[config.mk]
export PLATFORM = sky130hd
export DESIGN_NAME = demux16_1_buf
export DESIGN_NICKNAME = d
export VERILOG_FILES = /design/src/rtl/demux_pkg.sv /design/src/rtl/demux16_1_buf_decoder4_16.sv /design/src/rtl/demux16_1_buf.sv
export SDC_FILE = /design/constraint.sdc
export NUM_CORES = 1
export LEC_CHECK = 0
export CAP_MARGIN = 0
export CORE_MARGIN = 3
export CORE_UTILIZATION = 47
export DETAILED_ROUTE_END_ITERATION = 10
export PLACE_DENSITY = 0.89
export SYNTH_ARGS = -nofsm -noshare
export SYNTH_HDL_FRONTEND = slang
export SYNTH_SLANG_ARGS = --single-unit
export TNS_END_PERCENT = 30
[constraint.sdc]
create_clock -name clk -period 12.4 [get_ports clk]
set_clock_uncertainty 0.15 [all_clocks]
set_input_delay 1.86 -clock clk [delete_from_list [all_inputs] [get_ports clk]]
set_output_delay 1.86 -clock clk [all_outputs]
set_load 0.03 [all_outputs]
[src/rtl/demux_pkg.sv]
// Shared constants and state encoding for the buffered 1-to-16 demultiplexer.
package demux_pkg;

  localparam int NUM_OUT = 16;
  localparam int SEL_W   = 4;

  typedef enum logic [1:0] {
    EMPTY,
    BUSY,
    FULL
  } buf_state_t;

endpackage

[src/rtl/demux16_1_buf_decoder4_16.sv]
// Combinational 4-to-16 one-hot decoder; all outputs low when disabled.
module decoder4_16
  import demux_pkg::*;
(
  input  logic               en,
  input  logic [SEL_W-1:0]   sel,
  output logic [NUM_OUT-1:0] dec
);

  always_comb begin
    dec = '0;
    if (en) begin
      dec[sel] = 1'b1;
    end
  end

endmodule

[src/rtl/demux16_1_buf.sv]
// Registered 1-to-16 demultiplexer with a two-entry skid buffer and
// valid/ready handshakes on both sides; words leave in acceptance order.
module demux16_1_buf
  import demux_pkg::*;
#(
  parameter int WIDTH = 64
) (
  input  logic               clk,
  input  logic               reset,
  input  logic               in_valid,
  output logic               in_ready,
  input  logic [SEL_W-1:0]   in_sel,
  input  logic [WIDTH-1:0]   in_data,
  output logic [NUM_OUT-1:0] out_valid,
  input  logic [NUM_OUT-1:0] out_ready,
  output logic [WIDTH-1:0]   out_data
);

  buf_state_t       state_q, state_d;
  logic [SEL_W-1:0] out_sel_q, out_sel_d;
  logic [WIDTH-1:0] out_data_q, out_data_d;
  logic [SEL_W-1:0] skid_sel_q, skid_sel_d;
  logic [WIDTH-1:0] skid_data_q, skid_data_d;
  logic             in_fire;
  logic             out_fire;

  // in_ready decodes only the state register so upstream sees no comb path.
  assign in_ready = (state_q != FULL) & ~reset;
  assign in_fire  = in_valid & in_ready;
  assign out_fire = (state_q != EMPTY) & out_ready[out_sel_q];
  assign out_data = out_data_q;

  always_comb begin
    state_d     = state_q;
    out_sel_d   = out_sel_q;
    out_data_d  = out_data_q;
    skid_sel_d  = skid_sel_q;
    skid_data_d = skid_data_q;
    case (state_q)
      EMPTY: begin
        if (in_fire) begin
          out_sel_d  = in_sel;
          out_data_d = in_data;
          state_d    = BUSY;
        end
      end
      BUSY: begin
        if (in_fire && out_fire) begin
          out_sel_d  = in_sel;
          out_data_d = in_data;
        end else if (in_fire) begin
          skid_sel_d  = in_sel;
          skid_data_d = in_data;
          state_d     = FULL;
        end else if (out_fire) begin
          state_d = EMPTY;
        end
      end
      FULL: begin
        if (out_fire) begin
          out_sel_d  = skid_sel_q;
          out_data_d = skid_data_q;
          state_d    = BUSY;
        end
      end
      default: begin
        state_d = EMPTY;
      end
    endcase
  end

  always_ff @(posedge clk) begin
    if (reset) begin
      state_q    <= EMPTY;
      out_sel_q  <= '0;
      out_data_q <= '0;
    end else begin
      state_q    <= state_d;
      out_sel_q  <= out_sel_d;
      out_data_q <= out_data_d;
    end
  end

  // Skid contents are only meaningful in FULL, so they need no reset.
  always_ff @(posedge clk) begin
    skid_sel_q  <= skid_sel_d;
    skid_data_q <= skid_data_d;
  end

  decoder4_16 u_decoder (
    .en  (state_q != EMPTY),
    .sel (out_sel_q),
    .dec (out_valid)
  );

endmodule
Word-level counts from Yosys, hierarchy flattened
Index checks and enable logic that the tools add are counted.

cells by class
  $lt $le $gt $ge = 2
  equal/unequal tests = 8
  muxes and demuxes = 19
  bitwise gates (word level) = 5
  reductions and logical operators = 8

operators by type and width
  cell                                                        number
  two-way mux 64 bit                                          3
  one-hot mux 64 bit (3 select lines)                         1
  two-way mux 16 bit                                          1
  two-way mux 4 bit                                           3
  one-hot mux 4 bit (3 select lines)                          1
  two-way mux 2 bit                                           5
  inequality test 2 bit, second input constant                5
  AND reduction 4 bit                                         2
  one-hot mux 2 bit (3 select lines)                          1
  less-than comparator 4 x 5 -> 1 bit, second input constant  1
  binary-select mux 1 bit (select 4 bit)                      1
  demux 1 bit (select 4 bit)                                  1
  >= comparator 4 x 1 -> 1 bit, second input constant         1
  bitwise AND 1 bit                                           3
  inequality test 3 bit, second input constant                1
  AND reduction 3 bit                                         1
  nonzero test 3 bit                                          1
  == test 2 x 1 -> 1 bit, second input constant               1
  == test 2 bit, second input constant                        1
  logical AND 1 bit                                           2
  zero test 2 bit                                             1
  two-way mux 1 bit                                           2
  inverter 1 bit                                              2
  nonzero test 2 bit                                          1

storage, ports and cells
  register bits after elaboration = 138
  bits of input ports = 87
  output and inout port bits = 81
  word-level logic and storage cells = 47

Longest topological paths before layout
Gate-level depths: netlist (run 1).

  depth in word-level cells = 7
  depth in mapped cells = 9
  gate-level depth less buffers = 5

Hierarchy
From an unflattened synthesis (run 1), not the netlist that was laid out.

unflattened totals
  cell total of the unflattened synthesis = 507
  area total of the unflattened synthesis = 5,506.5 um^2

by module, submodules not included
  module         instances  cells each  area an instance (um^2)  sequential area each (um^2)
  demux16_1_buf  1          484         5,388.9                  3,443.3
  decoder4_16    1          23          117.6                    0.0

Least setup slack after synthesis (run 1)
No wires, ideal clock.

  path type = input port to flip-flop
  start point = input out_ready[15]
  end point = register skid_data_q[0], enable pin
  setup time = 0.578 ns
  arrival = 7.437 ns
  data required time = 11.672 ns
  setup slack = 4.235 ns
  cell stages on the path = 5
  buffers on the path = 0
  cell sequence = mux4_2 -> mux2_2 -> nand2_1 -> nand2_1 -> nor3_1

on the way
  longest elaborated chain between the ends = 6

ends and longest elaborated chain
  what                                     line                 RTL
  start, declared                          demux16_1_buf.sv:15  input logic [NUM_OUT-1:0] out_ready,
  binary-select mux 1 bit (select 4 bit)   demux16_1_buf.sv:30  assign out_fire = (state_q != EMPTY) & out_ready[out_sel_q];
  two-way mux 1 bit (not written as such)  demux16_1_buf.sv:30
  bitwise AND 1 bit                        demux16_1_buf.sv:30
  logical AND 1 bit                        demux16_1_buf.sv:48  if (in_fire && out_fire) begin
  inverter 1 bit (no source line)          -
  AND reduction 3 bit (no source line)     -
  end signal, assigned                     demux16_1_buf.sv:87  skid_data_q <= skid_data_d;
  end, declared                            demux16_1_buf.sv:23  logic [WIDTH-1:0] skid_data_q, skid_data_d;

No other way between the ends. The select of a mux whose other input is x is not followed.
A chain may end at the register's enable or synchronous reset.

Worst setup path after layout (run 1)
  start point = input reset
  end point = register out_sel_q[3]

on the way
  longest elaborated chain between the ends = 6
  elaborated cells between the ends (all ways) = 7
  classes of those cells = 2 x eq/ne; 3 x bitwise; 2 x reduce/logical

ends and longest elaborated chain
  what                                    line                 RTL
  start, declared                         demux16_1_buf.sv:9   input logic reset,
  inverter 1 bit                          demux16_1_buf.sv:28  assign in_ready = (state_q != FULL) & ~reset;
  bitwise AND 1 bit                       demux16_1_buf.sv:28
  bitwise AND 1 bit                       demux16_1_buf.sv:29  assign in_fire = in_valid & in_ready;
  logical AND 1 bit                       demux16_1_buf.sv:48
  inequality test 2 bit (no source line)  -
  AND reduction 4 bit (no source line)    -
  end signal, assigned                    demux16_1_buf.sv:79  out_sel_q <= out_sel_d;
  end, declared                           demux16_1_buf.sv:20  logic [SEL_W-1:0] out_sel_q, out_sel_d;

Several ways; a longest one is shown, not always the timed one.

==> results of run 1 <==
## worst min-delay path: stages (launching register included)
cell	delay, ns
dfxtp_1	0.32
o31a_1	0.12
a31o_1	0.08
## layer usage
layer	up-vias	global-route usage, %	part of all wire (%)
met4	0	6.51	1.9
met2	291	38.2	48
met1	2433	31.3	41
met3	26	6.98	8.9
li1	2216	-	-
met5	-	0	0
## where the power goes
| part | total, mW | leakage (nW) | internal (mW) | switching, mW |
|---|---|---|---|---|
| clock | 0.539 | 0.301 | 0.349 | 0.190 |
| combinational | 0.620 | 1.32 | 0.264 | 0.356 |
| sequential | 0.630 | 1.19 | 0.569 | 0.0609 |
## worst paths after layout
| check | end | cells past startpoint |
|---|---|---|
| setup / recovery | out_sel_q[3] | 7 |
| hold / removal | out_data[8] | 2 |
| hold reg to reg | out_data[8] | 2 |
| setup reg to reg | out_data[3] | 6 |
## metrics by stage
stage / power, mW / util, %
floorplan: 1.01 / -
global placement: 1.23 / 63.5
detailed placement: 1.25 / 63.5
global route: 1.86 / 68.6
CTS: 1.79 / 68.6
finish: 1.79 / 68.6
## logic make-up after synthesis
kind of cell           share of synthesized area (%)
AO/OA/AOI/OAI                                   33.8
buffers and inverters                           4.19
flip-flops                                      57.1
multiplexers                                    1.62
AND/OR/NAND/NOR                                 3.36
## layout make-up
| cell class | count | area (sq um) | area share, % |
|---|---|---|---|
| clock buffers | 22 | 464 | 5.52 |
| clock inverters | 10 | 166 | 1.98 |
| inverters | 4 | 15.0 | 0.178 |
| multi-input cells | 260 | 2370 | 28.1 |
| flip-flops and latches | 138 | 3440 | 40.9 |
| well taps | 168 | 210 | 2.50 |
| repair buffers | 177 | 1750 | 20.8 |
## cell usage after synthesis
master,instances
a2111oi_2,1
a211o_1,1
a211oi_1,1
a21oi_1,2
a221oi_1,2
a22oi_2,1
a2bb2oi_1,1
a31o_1,67
and2_1,1
buf_2,10
buf_4,5
clkbuf_1,40
dfxtp_1,70
edfxtp_1,68
inv_1,1
inv_2,3
mux2_1,1
mux2_2,1
mux2i_1,3
mux4_2,2
nand2_1,7
nand2b_1,4
nand3_1,2
nor2_1,13
nor2b_1,2
nor3_1,5
nor4_1,1
nor4_4,1
nor4b_2,1
o211ai_1,1
o21ai_0,3
o221a_2,67
o22ai_1,1
o31a_1,67
or2_2,1
## sequential cells by signal (all words and copies together), names as in the netlist
name / cells
out_sel_q: 4
skid_sel_q: 4
state_q: 2
out_data: 64
skid_data_q: 64
==> impl_results.md, run 1 <==
* Num ports at between 150 and 200
* Root Buffer: clkbuf_16
* Post-synthesis cell area at slightly above 6000 sq um
* Yosys top cell by area: edfxtp_1
* H-tree lvl count at 4
* Final instance area at 8410 sq um
* Via density per instance at between 6 and 7
* Hold-fix buffers at CTS at 0
* Syn_nets at 544
* Antenna violations before repair at 0
* Share of Yosys cell area claimed by the top area cell type at 33.8%
* MaxCap Viol Count at 0
* CTS max path bufs at 2
* FMAX at 181 MHz
* Leak at 2.81 nW
* Vias in the first global route at approximately 5,000
* Reg2reg setup slack at 9.23 ns
* Routed len/inst at 22.0 um
* Sequential element share of the synthesized area at 57.1%
* Start point of the critical path: reset
* Buf/Inv on CP at 3
* Worst Slack Setup Final at around 6.9 ns
* Least-Margin Pin Slew at 1.16 ns
* Hold Worst Slack at slightly above 0.4 ns
* Layout cell share with drive strength beyond 1 at about a fifth
* Setup violators final at 0
* R2R Path Start: out_sel_q[2]
* Hpwl dp at 11,300 um
* Crit path required time at 12.55 ns
* Number of DRC markers in iteration 0 at 730
* Normalized max-slew margin at 22.9%
* Die area at 14,200 sq um
* Hold WC Path Type: register to register
* Cell family with most CP delay: buffers and inverters
* Die height at 119 um
* Dpl ws at 6.58 ns
* Final instance count without filler cells at a little under 800
* Worst path slowest cell: inv_2
* DRT antenna net count at 0
* Gpl congestion at 0.760
* Port bufs at 167
* Final hold vios at 0
* Starting density of the core at 49.2%
* Largest net degree at the start of global routing at 69
* Final wirelength at 17,100 um
* Synth warn at 0
* Total gr overflow at 0
* Syn Inst Count at 457
* CP peak stage delay at 0.97 ns
* Core ar. at roughly 12,000 sq um
* FF+latch count, synth at 138
* First-pass DRT Iterations at 5
* Synth unique cells at 35
* TritonCTS clock tree: done
* First-pass GRT wire length at between 20,000 and 30,000 um
* Fill cell count at 833
* Dpl cell area at 7780 sq um
* Final Slew Violations at 0
* Top cells by area, synth: edfxtp_1 34%, dfxtp_1 23%, o221a_2 13%, a31o_1 9.7%, o31a_1 9.7%
* Die W at 119 um
* Hold_sp: out_data[8]
* Most frequent cells in the layout: 167 x clkdlybuf4s50_1, 70 x dfxtp_1, 68 x edfxtp_1
* Cts repair resizes at 0
* Placed cells at about 750
* Cell Pwr Density at 213 nW/um^2
* Via count at 4,966
* GRT Total Usage at 23.7%
* CP startpoint kind: primary input
* Status: completed
* Critical Path Fanout Max at 68
* Post-CTS setup buffer count at 0
* Critical path arrival at 5.68 ns
* Post-route DRC at 0
* Peak supply drop at between 100 and 150 uV
* Syn avg cell area at 13.2 sq um
* Worst Setup End Kind: register
* Commonest non-fill, non-tap cell in the layout: clkdlybuf4s50_1
* Min Tclk post-route at 5.53 ns
* RSZ-0062 raised after global routing: no
* Final nets at 685
* Worst skew pair latency at around 0.41 ns
* CP Cell Sequence: clkdlybuf4s50_1 -> inv_2 -> nand2b_2 -> nand2_2 -> buf_4 -> nand2b_1 -> a221oi_1
* CTS buffer count at 17
* Antenna diodes at 0
* Sink Count at 138
* Setup CP Type: primary input to register
* Synth-to-Final Area Change at 39.4%
* TNS Setup at 0 ns
* Clock transition at the registers of the reported paths at 0.06 ns
* Crit share post-route at 44.6%
* Placement row count at 40
Note: power is estimated with default switching activity, not from simulation.
==> inputs of run 2 (changes only) <==
CORE_UTILIZATION = 43   (was 47)
PLACE_DENSITY = 0.86   (was 0.89)
clock period = 4.7 ns   (was 12.4 ns; I/O delays follow)
==> impl_results.md, run 2 (synthesis results as in run 1) <==
* Status: completed
* TritonCTS clock tree: done
* Max layer used: met4
* First-pass DRT Iterations at 5 (unchanged)
* CP Depth at 7 (unchanged)
* Worst Setup End Kind: register
* CP startpoint kind: primary input
* CTS max path bufs at 2 (unchanged)
* TNS Setup at 0 ns (unchanged)
* Synth-to-Final Area Change at 38.7%
* R2R depth at 6 (unchanged)
* Final hold vios at 0 (unchanged)
* CP peak stage delay at 0.99 ns (+0.02 ns)
* Critical path arrival at 3.89 ns (-1.79 ns)
* Final wirelength at 17,100 um (-0.52%)
* Sink Count at 138 (unchanged)
* H-tree lvl count at 4 (unchanged)
* Dpl ws at 0.635 ns (-5.94 ns)
* Post-CTS setup buffer count at 0 (unchanged)
* Most frequent cells in the layout: 167 x clkdlybuf4s50_1, 70 x dfxtp_1, 68 x edfxtp_1
* Critical Path Fanout Max at 46 (-32%)
* Cell Pwr Density at 547 nW/um^2 (+160%)
* Routed len/inst at 21.6 um (-1.7%)
* First-pass GRT wire length at 27,400 um (+0.55%)
* Cell family with most CP delay: buffers and inverters
* Setup CP Type: primary input to register
* Total gr overflow at 0 (unchanged)
* R2r endpoint: out_data[56]
* CTS buffer count at 17 (unchanged)
* Core ar. at 13,500 sq um (+10%)
* GRT Total Usage at 21.6% (-2.1 points)
* Crit share post-route at 78.7%
* Normalized max-slew margin at 17.6% (-5.2 points)
* Largest net degree at the start of global routing at 71 (+2.9%)
* FMAX at 270 MHz
* Peak supply drop at 302 uV (+100%)
* Least-Margin Pin Slew at 1.23 ns (+0.0709 ns)
* DRT antenna net count at 0 (unchanged)
* Final Slew Violations at 0 (unchanged)
* Die area at 15,500 sq um (+8.8%)
* Antenna diodes at 0 (unchanged)
* Gpl congestion at 0.750 (-1.2%)
* Layout cell share with drive strength beyond 1 at 19.9% (-0.033 points)
* Via density per instance at 6.32 (-0.84%)
* CP Cell Sequence: clkdlybuf4s50_1 -> mux4_2 -> mux2_2 -> nor4_4 -> buf_4 -> o31a_1 -> a31o_1
* Crit path required time at 4.89 ns (-7.66 ns)
* Cts repair resizes at 0 (unchanged)
* Start point of the critical path: out_ready[8]
* Via count at 4,981 (+0.30%)
* Min Tclk post-route at ~3.7 ns
* Die W at 124 um (+4.3%)
* Antenna violations before repair at 0 (unchanged)
* WL met1 at 7220 um (+2.3%)
* Vias in the first global route at 4,930 (-2.2%)
* Clock transition at the registers of the reported paths at 0.05 ns (about the same)
* Reg2reg setup slack at 1.11 ns (-8.12 ns)
* Die height at 124 um (+4.3%)
* Commonest non-fill, non-tap cell in the layout: clkdlybuf4s50_1
* Leak at 2.80 nW (-0.28%)
* Root Buffer: clkbuf_16
* Starting density of the core at 44.7% (-4.5 points)
* Placement row count at 42 (+5.0%)
* WL met2 at 8390 um (+1.8%)
* Buf/Inv on CP at 2 (-1)
* Met3 WL at 1290 um (-16%)
* Hold-fix buffers at CTS at 0 (unchanged)
* RSZ-0062 raised after global routing: no
* R2R Path Start: out_sel_q[2]
* Hold_sp: out_data[30]
* MaxCap Viol Count at 0 (unchanged)
* Number of DRC markers in iteration 0 at 475 (-35%)
* Hpwl dp at 10,700 um (-5.8%)
* Post-route DRC at 0 (unchanged)
* Num ports at 168 (unchanged)
* Final nets at 686 (+0.15%)
* Worst skew pair latency at 0.40 ns (about the same)
* Fin util at 62.0% (-6.6 points)
* Setup violators final at 0 (unchanged)
* Final instance count without filler cells at 788 (+1.2%)
* Critical path endpoint: out_data[56]
* Placed cells at 756 (+1.2%)
* Worst Slack Setup Final at 1.00 ns (-5.87 ns)
* Worst path slowest cell: nor4_4
* Port bufs at 167 (unchanged)
* Hold WC Path Type: register to register
-- run 2: layer usage --
layer,up-vias,global-route usage [%]
met4,0,5.87
li1,2218,-
met1,2494,28.8
met3,16,6.30
met5,-,0
met2,253,34.5
-- run 2: how the worst min path moves through the flow --
stage,end,slack (ns),depth (start not counted)
global route,out_data[21],0.42,2
finish,out_data[30],0.40,2
global placement,out_data[22],0.39,2
CTS,out_data[28],0.41,2
detailed placement,out_data[28],0.39,2
floorplan,out_sel_q[3],0.44,2
-- run 2: tightest hold or removal path, stage by stage, from the launching register on --
cell and delay, ns:
dfxtp_1 0.32, o31a_1 0.12, a31o_1 0.08
-- run 2: layout make-up --
class	count	area (sq um)
Tap cell	176	220
Fill cell	1019	5140
Multi-Input combinational cell	260	2370
Clock inverter	10	98.8
Clock buffer	22	464
Timing Repair Buffer	178	1750
Inverter	4	15.0
Sequential cell	138	3440
-- run 2: through the flow --
stage	cell area, sq um	power (mW)	hold slack [ns]
2_1_floorplan	6040	2.67	0.436
3_3_place_gp	7810	3.27	0.386
3_5_place_dp	7810	3.32	0.392
4_1_cts	8370	4.61	0.408
5_1_grt	8370	4.78	0.424
6_report	8370	4.58	0.404
-- run 2: report_power, final --
group | internal, mW | leakage, nW | switching, mW
clock network | 0.800 | 0.285 | 0.476
logic | 0.701 | 1.33 | 0.945
registers | 1.50 | 1.19 | 0.158
total | 3.00 | 2.80 | 1.58
==> inputs of run 3 (changes only) <==
CORE_UTILIZATION = 47   (was 43)
PLACE_DENSITY = 0.89   (was 0.86)
clock period = 3.68 ns   (was 4.7 ns; I/O delays follow)
==> impl_results.md, run 3 (synthesis results as in run 1) <==
* Status: completed
* Port bufs at 167 (unchanged)
* Setup CP Type: register to output pin
* Hold-fix buffers at CTS at 0 (unchanged)
* Cell family with most CP delay: buffers and inverters
* Cts repair resizes at 0 (unchanged)
* CP Cell Sequence: nand2_1 -> nor2_1 -> clkdlybuf4s50_1
* Setup violators final at 0 (unchanged)
* Fill cell count at 850 (-17%)
* Most frequent cells in the layout: 167 x clkdlybuf4s50_1, 70 x dfxtp_1, 68 x edfxtp_1
* Placed cells at 752 (-0.53%)
* MaxCap Viol Count at 0 (unchanged)
* Num ports at 168 (unchanged)
* Clock transition at the registers of the reported paths at 0.06 ns (about the same)
* First-pass GRT wire length at 27,200 um (-0.76%)
* Leak at 2.85 nW (+1.7%)
* Core ar. at 12,300 sq um (-9.2%)
* Least-Margin Pin Slew at 0.797 ns (-0.429 ns)
* Critical path arrival at 2.23 ns (-1.66 ns)
* Worst path slowest cell: clkdlybuf4s50_1
* Antenna violations before repair at 0 (unchanged)
* Final instance area at 8460 sq um (+1.0%)
* First-pass DRT Iterations at 5 (unchanged)
* Min Tclk post-route at 2.93 ns
* RSZ-0062 raised after global routing: no
* Die W at 119 um (-4.1%)
* Final nets at 690 (+0.58%)
* Sink Count at 138 (unchanged)
* Via density per instance at 6.37 (+0.70%)
* Hpwl dp at 11,000 um (+2.5%)
* Peak supply drop at 359 uV (+19%)
* Largest net degree at the start of global routing at 68 (-4.2%)
* Starting density of the core at 49.2% (+4.5 points)
* Crit share post-route at between 70 and 80%
* Final hold vios at 0 (unchanged)
* Worst skew pair latency at 0.42 ns (+0.02 ns)
* Via count at 4,984 (+0.060%)
* Antenna diodes at 0 (unchanged)
* Routed len/inst at 21.8 um (+0.58%)
* DRT antenna net count at 0 (unchanged)
* CP startpoint kind: register
* Hold WC Path Type: register to register
* Final Slew Violations at 0 (unchanged)
* Cell Pwr Density at 703 nW/um^2 (+28%)
* Synth-to-Final Area Change at 40.2%
* H-tree lvl count at 4 (unchanged)
* Worst Setup End Kind: output pin
* Vias in the first global route at 5,228 (+6.0%)
* Die area at 14,200 sq um (-8.1%)
* Root Buffer: clkbuf_16
* Layout cell share with drive strength beyond 1 at 20.7% (+0.72 points)
* FMAX at between 300 and 400 MHz
* Post-route DRC at 0 (unchanged)
* Total gr overflow at 0 (unchanged)
* Commonest non-fill, non-tap cell in the layout: clkdlybuf4s50_1
* TritonCTS clock tree: done
* GRT Total Usage at 23.9% (+2.3 points)
* Placement row count at 40 (-4.8%)
* Number of DRC markers in iteration 0 at 630 (+33%)
* CTS max path bufs at 2 (unchanged)
* Fin util at 69.0% (+7.0 points)
* Normalized max-slew margin at 46.7% (+29 points)
* CTS buffer count at 17 (unchanged)
* Crit path required time at 2.98 ns (-1.91 ns)
* CP peak stage delay at 0.69 ns (-0.30 ns)
* Dpl cell area at 7900 sq um (+1.1%)
* Hold Worst Slack at 0.402 ns (-0.00248 ns)
* Critical Path Fanout Max at 14 (-70%)
* Buf/Inv on CP at 1 (-1)
* Final wirelength at 17,000 um (about the same)
* Die height at 119 um (-4.1%)
* Final instance count without filler cells at 783 (-0.63%)
* Gpl congestion at 0.801 (+6.7%)
* Post-CTS setup buffer count at 0 (unchanged)
run 3: changes by cell type in the layout (fill, tap and decap cells not counted):
cell / change
clkinv_4: +1
nand2_4: +2
nand2_1: -2
buf_12: +4
mux2_4: +1
mux2_2: -1
clkinv_2: -2
run 3: final cells by class:
class	instances	area, sq um	share of cell area [%]
sequential	138	3440	40.7
multi-input combinational	260	2390	28.3
timing repair buffer	182	1830	21.7
clock buffer	22	464	5.49
tap	168	210	2.49
clock inverter	9	97.6	1.15
inverter	4	15.0	0.178
run 3: final timing paths:
kind | from | endpoint | slack [ns] | cells past startpoint
worst max-delay path | out_sel_q[2] | out_valid[4] | 0.75 | 3
worst min-delay path | out_data[32] | out_data[32] | 0.40 | 2
worst max register to register | out_sel_q[2] | out_data[60] | 0.84 | 6
worst min register to register | out_data[32] | out_data[32] | 0.40 | 2
run 3: tightest hold or removal path, stage by stage, from the launching register on:
cell and delay, ns:
dfxtp_1 0.32, o31a_1 0.12, a31o_1 0.08
run 3: per-stage QoR:
stage / setup TNS, ns / worst slack, ns / power, mW
floorplan: -1.31 / -0.0192 / 3.43
global placement: 0 / 0.664 / 4.24
detailed placement: 0 / 0.522 / 4.32
CTS: 0 / 0.718 / 5.96
global route: 0 / 0.610 / 6.18
finish: 0 / 0.751 / 5.94
run 3: power by group:
group	internal [mW]	switching, mW
clock network	1.02	0.621
logic	0.943	1.24
registers	1.92	0.199
run 3: layer usage:
layer	vias up	global-route usage [%]	wire length (um)
met5	-	0	0
met4	0	10.8	382
met3	36	6.74	1400
met2	246	38.7	8410
met1	2478	29.7	6860
li1	2224	-	-
